`src/rtl/cmul_sched_pkg.sv`:
```
// rtl/cmul_sched_pkg.sv - shared types and constants for the complex-multiply sequencer
package cmul_sched_pkg;

  localparam int DEF_WORD_SIZE = 16;
  localparam int DEF_FRACTION  = 8;

  typedef enum logic [1:0] {
    IDLE  = 2'd0,
    ISSUE = 2'd1,
    DRAIN = 2'd2,
    DONE  = 2'd3
  } state_e;

  localparam logic [1:0] P_RR = 2'd0;
  localparam logic [1:0] P_II = 2'd1;
  localparam logic [1:0] P_RI = 2'd2;
  localparam logic [1:0] P_IR = 2'd3;

  typedef struct packed {
    logic       valid;
    logic [1:0] idx;
  } tag_t;

endpackage

```
`src/rtl/cmul_tag_pipe.sv`:
```
// rtl/cmul_tag_pipe.sv - DEPTH-stage {valid, index} tag shift register tracking products in flight
module cmul_tag_pipe
  import cmul_sched_pkg::*;
#(
  parameter int DEPTH = 3
) (
  input  logic i_clk,
  input  logic i_rst,
  input  tag_t i_tag,
  output tag_t o_tag
);

  tag_t pipe_q [DEPTH];

  always_ff @(posedge i_clk or posedge i_rst) begin
    if (i_rst) begin
      for (int i = 0; i < DEPTH; i++) begin
        pipe_q[i] <= '0;
      end
    end else begin
      pipe_q[0] <= i_tag;
      for (int i = 1; i < DEPTH; i++) begin
        pipe_q[i] <= pipe_q[i-1];
      end
    end
  end

  assign o_tag = pipe_q[DEPTH-1];

endmodule

```
`src/rtl/cmul_sched.sv`:
```
// rtl/cmul_sched.sv - schedules one shared real multiplier to form a complex product per request
// Optional saturating result with o_sat flag when CMUL_SAT_EN is defined.
module cmul_sched
  import cmul_sched_pkg::*;
#(
  parameter int WORD_SIZE   = DEF_WORD_SIZE,
  parameter int FRACTION    = DEF_FRACTION,
  parameter int MUL_LATENCY = 3
) (
  input  logic                 i_clk,
  input  logic                 i_rst,
  input  logic                 i_valid,
  output logic                 o_ready,
  input  logic [WORD_SIZE-1:0] i_ar,
  input  logic [WORD_SIZE-1:0] i_ai,
  input  logic [WORD_SIZE-1:0] i_br,
  input  logic [WORD_SIZE-1:0] i_bi,
  output logic [WORD_SIZE-1:0] o_mul_a,
  output logic [WORD_SIZE-1:0] o_mul_b,
  input  logic [WORD_SIZE-1:0] i_mul_p,
  output logic                 o_valid,
  input  logic                 i_out_ready,
  output logic [WORD_SIZE-1:0] o_re,
`ifdef CMUL_SAT_EN
  output logic [WORD_SIZE-1:0] o_im,
  output logic                 o_sat
`else
  output logic [WORD_SIZE-1:0] o_im
`endif
);

  if (MUL_LATENCY < 1 || MUL_LATENCY > 8 || FRACTION < 0 || FRACTION >= WORD_SIZE) begin : g_param_check
    $error("cmul_sched: MUL_LATENCY or FRACTION out of range");
  end

  state_e               state_q, state_d;
  logic [1:0]           k_q, k_d;
  logic [WORD_SIZE-1:0] ar_q, ai_q, br_q, bi_q;
  logic [WORD_SIZE-1:0] p0_q, p1_q, p2_q;
  logic [WORD_SIZE-1:0] re_q, im_q;
  logic [WORD_SIZE-1:0] re_d, im_d;
  logic                 accept;
  logic                 p3_hit;
  tag_t                 tag_in, tag_out;

  cmul_tag_pipe #(
    .DEPTH(MUL_LATENCY)
  ) u_tag_pipe (
    .i_clk(i_clk),
    .i_rst(i_rst),
    .i_tag(tag_in),
    .o_tag(tag_out)
  );

  // The last product (ai*br) arrives straight from the multiplier and is combined in the same cycle.
  assign p3_hit = tag_out.valid && (tag_out.idx == P_IR) && (state_q == DRAIN);

  assign o_ready = (state_q == IDLE) && !i_rst;
  assign o_valid = (state_q == DONE);
  assign o_re    = re_q;
  assign o_im    = im_q;

  always_comb begin
    state_d    = state_q;
    k_d        = k_q;
    accept     = 1'b0;
    tag_in     = '0;
    o_mul_a    = '0;
    o_mul_b    = '0;
    case (state_q)
      IDLE: begin
        if (i_valid) begin
          accept  = 1'b1;
          k_d     = P_RR;
          state_d = ISSUE;
        end
      end
      ISSUE: begin
        tag_in.valid = 1'b1;
        tag_in.idx   = k_q;
        case (k_q)
          P_RR:    begin o_mul_a = ar_q; o_mul_b = br_q; end
          P_II:    begin o_mul_a = ai_q; o_mul_b = bi_q; end
          P_RI:    begin o_mul_a = ar_q; o_mul_b = bi_q; end
          default: begin o_mul_a = ai_q; o_mul_b = br_q; end
        endcase
        k_d = k_q + 2'd1;
        if (k_q == P_IR) begin
          state_d = DRAIN;
        end
      end
      DRAIN: begin
        if (p3_hit) begin
          state_d = DONE;
        end
      end
      DONE: begin
        if (i_out_ready) begin
          state_d = IDLE;
        end
      end
      default: state_d = IDLE;
    endcase
  end

`ifdef CMUL_SAT_EN
  localparam logic [WORD_SIZE-1:0] SAT_MAX = {1'b0, {(WORD_SIZE-1){1'b1}}};
  localparam logic [WORD_SIZE-1:0] SAT_MIN = {1'b1, {(WORD_SIZE-1){1'b0}}};

  logic [WORD_SIZE:0] re_wide, im_wide;
  logic               re_ovf, im_ovf;
  logic               sat_q, sat_d;

  always_comb begin
    re_wide = {p0_q[WORD_SIZE-1], p0_q} - {p1_q[WORD_SIZE-1], p1_q};
    im_wide = {p2_q[WORD_SIZE-1], p2_q} + {i_mul_p[WORD_SIZE-1], i_mul_p};
    re_ovf  = re_wide[WORD_SIZE] ^ re_wide[WORD_SIZE-1];
    im_ovf  = im_wide[WORD_SIZE] ^ im_wide[WORD_SIZE-1];
    re_d    = re_ovf ? (re_wide[WORD_SIZE] ? SAT_MIN : SAT_MAX) : re_wide[WORD_SIZE-1:0];
    im_d    = im_ovf ? (im_wide[WORD_SIZE] ? SAT_MIN : SAT_MAX) : im_wide[WORD_SIZE-1:0];
    sat_d   = re_ovf || im_ovf;
  end

  always_ff @(posedge i_clk or posedge i_rst) begin
    if (i_rst) begin
      sat_q <= 1'b0;
    end else if (p3_hit) begin
      sat_q <= sat_d;
    end else if (state_q == DONE && i_out_ready) begin
      sat_q <= 1'b0;
    end
  end

  assign o_sat = sat_q;
`else
  always_comb begin
    re_d = p0_q - p1_q;
    im_d = p2_q + i_mul_p;
  end
`endif

  always_ff @(posedge i_clk or posedge i_rst) begin
    if (i_rst) begin
      state_q <= IDLE;
      k_q     <= '0;
      ar_q    <= '0;
      ai_q    <= '0;
      br_q    <= '0;
      bi_q    <= '0;
      p0_q    <= '0;
      p1_q    <= '0;
      p2_q    <= '0;
      re_q    <= '0;
      im_q    <= '0;
    end else begin
      state_q <= state_d;
      k_q     <= k_d;
      if (accept) begin
        ar_q <= i_ar;
        ai_q <= i_ai;
        br_q <= i_br;
        bi_q <= i_bi;
      end
      // Products without a valid exiting tag are ignored.
      if (tag_out.valid) begin
        case (tag_out.idx)
          P_RR:    p0_q <= i_mul_p;
          P_II:    p1_q <= i_mul_p;
          P_RI:    p2_q <= i_mul_p;
          default: ;
        endcase
      end
      if (p3_hit) begin
        re_q <= re_d;
        im_q <= im_d;
      end
    end
  end

endmodule

```
`config.mk`:
```
export PLATFORM = sky130hd
export DESIGN_NAME = cmul_sched
export DESIGN_NICKNAME = d
export VERILOG_FILES = /design/src/rtl/cmul_sched_pkg.sv /design/src/rtl/cmul_tag_pipe.sv /design/src/rtl/cmul_sched.sv
export SDC_FILE = /design/constraint.sdc
export NUM_CORES = 1
export LEC_CHECK = 0
export CAP_MARGIN = 25
export CORE_MARGIN = 10
export CORE_UTILIZATION = 52
export CTS_CLUSTER_DIAMETER = 200
export DETAILED_ROUTE_END_ITERATION = 10
export PLACE_DENSITY = 0.9
export SLEW_MARGIN = 5
export SYNTH_ARGS = -nofsm -noshare
export SYNTH_HDL_FRONTEND = slang
export SYNTH_SLANG_ARGS = --single-unit
export TNS_END_PERCENT = 30
```
`constraint.sdc`:
```
create_clock -name i_clk -period 5.75 [get_ports i_clk]
set_input_delay 0.8625 -clock i_clk [delete_from_list [all_inputs] [get_ports i_clk]]
set_output_delay 0.8625 -clock i_clk [all_outputs]
set_load 0.05 [all_outputs]
```
==> reports/results.ini <==
[synthesis]
synth_top_family_by_area = multiplexers
async_flop_share_pct = 100
yosysTopAreaCell = dfrtp_1
syn-num-nets = 817
yosys.area.top_type_share_pct = 50.3
yosys-mux-area-fraction_pct = 18.0
synth_cell_type_count = 62
synth_compound_area_share_pct = 9.93
synth-edff-count = 0
synthAdderAreaFrac_pct = 6.44
synth_area_um2 = 7810
synth-seq-cells = 157
synth-simple-area-share_pct = 8.98
yosysSeqAreaShare_pct = 50.3
synth.area.top_cells = dfrtp_1 (50%), mux2_2 (16%), ha_1 (5.9%), nand2_1 (4.2%), a21oi_1 (2.5%)
postSynthCellCount = 694
syn_area_per_cell_um2 = 11.3
yosysWarnings = 0
synth_xor_area_share_pct = 3.03
synthFlopType = dfrtp_1

[detailed_routing]
met1_length_um = 7810
ant_nets = 0
drc = 0
drt-total-wl_um = 18700
route.met3.wl_um = 1770
wl_met2_um = 8740
highest_layer = met4
drt-initial-drc-count = 356
via_count = 5735
post_drt_wl_per_cell_um = 18.1
dr.pass1.iters = 5
via_per_inst = 5.54

[critical_path]
cpPeakStageDelay_ns = 0.91
crit_buf_inv = 2
cpMaxStageDelayCell = ha_1
crit_required_ns = 4.89
cpLargestDelayFamily = buffers and inverters
critical_path_arrival_ns = 3.04
start_kind = flip-flop
cp_max_fo = 17
crit_chain = inv_1 > ha_1 > mux2i_1 > nor2_1 > clkdlybuf4s50_1
worst_setup_path_end_kind = output pin
path_class = reg -> out

[grt]
grt_util_all_layers_pct = 18.5
grt_pass1_wl_um = 30000
grt_overflow_total = 0
antenna_found_initial = 0
grt_pass1_vias = 6087
grt_max_degree = 118

[cts]
cts_made_buffers = 17
postCtsHoldBufs = 0
cts_root_buffer = clkbuf_16
cts_resized = 0
insertion_delay_ns = 0.43
cts_tree = built
cts_sinks = 157
clockBufferDepth = 2
htree_levels = 4
path_clk_slew_ns = 0.06
cts_setup_buffers = 0

[place]
gp_congestion = 0.853
post-place-ws_ns = 1.99
place_area_um2 = 9440
dp_hpwl_um = 13400
io_buffers = 149

[sta]
min_period_ns = 3.90
clock_skew_ns = 0.00844
fmax_mhz = 257
rsz0062_at_grt = no
max-slew-margin-rel_pct = 38.4
fin_setup_tns_ns = 0
hold-worst-slack_ns = 0.345
setup_viol = 0
worstMarginPinSlew_ns = 0.922
hold_viol = 0
finalMaxSlewViolations = 0
finalCritPeriodShare_pct = 67.8
final.setup.worst_slack_ns = 1.85

[final_layout]
multi_input_area_um2 = 3630
fill_cells = 1012
post-route-cell-area_um2 = 10100
nets = 962
seqCellArea_um2 = 3930
layout_common_cells = dfrtp_1 (157), clkdlybuf4s50_1 (149), mux2_2 (110)
antenna_cells = 0
drive_above_1_share_pct = 19.5
area_growth_pct = 29.3
layout_commonest_cell = dfrtp_1

[pwr]
power.density_nw_per_um2 = 247
vdd_drop_max_uv = 212
power_leakage_nw = 4.63
finalPower_mw = 2.50

[die]
floorplan.die_area_um2 = 20300
start_util_pct = 53.3
io-pin-count = 150
rows = 44
die_h_um = 143
core_um2 = 14600
fp.dieW_um = 143

[min_path]
hp-class = reg -> reg

[run]
drv_cap = 0

[outcome]
outcome = complete, no violations

[routing by layer]
metal | track usage (%) | vias up
met4 | 6.84 | 0
met3 | 8.21 | 35
met5 | 0 | -
li1 | - | 2698
met2 | 31.0 | 212
met1 | 20.5 | 2790
[per-stage QoR]
step / std cells / utilization (%)
floorplan: 694 / -
global placement: 1001 / 64.4
detailed placement: 1001 / 64.4
CTS: 1033 / 68.6
global route: 1036 / 69.0
finish: 1036 / 69.0
[report_power, final]
group	switching (mW)	leakage, nW	internal, mW
combinational	0.108	2.31	0.106
clock	0.465	0.292	0.695
sequential	0.00665	2.03	1.12
total	0.580	4.63	1.92
[sequential cells by signal, indices dropped and copies added (netlist names), 16 cells and up]
register / flops
ai_q: 16
o_re: 16
p0_q: 16
p2_q: 16
p1_q: 16
ar_q: 16
br_q: 16
bi_q: 16
o_im: 16
[logic make-up after synthesis]
group,after synthesis
xor+xnor,27
compound gates,124
fa+ha+maj,39
flops,157
simple gates,159
buf+inv,61
mux,127
[cell usage after synthesis, types with 2 or more instances]
| master | count |
|---|---|
| nand2b_1 | 7 |
| a21oi_2 | 4 |
| inv_1 | 29 |
| nand3b_1 | 2 |
| and3_1 | 2 |
| o31ai_1 | 3 |
| o21a_1 | 2 |
| xnor2_1 | 16 |
| a21o_1 | 2 |
| o21ai_1 | 9 |
| fa_1 | 2 |
| dfrtp_1 | 157 |
| mux2i_1 | 17 |
| xor2_1 | 11 |
| nor3_1 | 2 |
| buf_2 | 6 |
| nand3_1 | 8 |
| mux2_2 | 110 |
| o21ai_0 | 36 |
| a21oi_1 | 39 |
| ha_1 | 37 |
| nand2_1 | 87 |
| nand4_1 | 6 |
| clkbuf_1 | 20 |
| a31oi_1 | 4 |
| nor2_1 | 35 |
| a221o_1 | 2 |
| o21bai_1 | 5 |
[final timing paths]
path / from / to / slack, ns / depth (start not counted)
max in group asynchronous: i_rst / p0_q[0] / 4.07 / 3
worst max-delay path: k_q[0] / o_mul_b[8] / 1.85 / 5
worst min register to register: u_tag_pipe.pipe_q[3] / u_tag_pipe.o_tag[0] / 0.34 / 0
worst max register to register: p2_q[0] / o_im[12] / 3.35 / 8
min in group asynchronous: i_rst / ar_q[14] / 0.84 / 2
worst min-delay path: u_tag_pipe.pipe_q[3] / u_tag_pipe.o_tag[0] / 0.34 / 0
[final cells by class]
class | instances | area share, %
Sequential cell | 157 | 38.9
Multi-Input combinational cell | 476 | 36.0
Timing Repair Buffer | 156 | 15.7
Clock buffer | 18 | 4.35
Tap cell | 184 | 2.28
Clock inverter | 14 | 1.66
Inverter | 31 | 1.20
(Power assumes the default switching activity.)
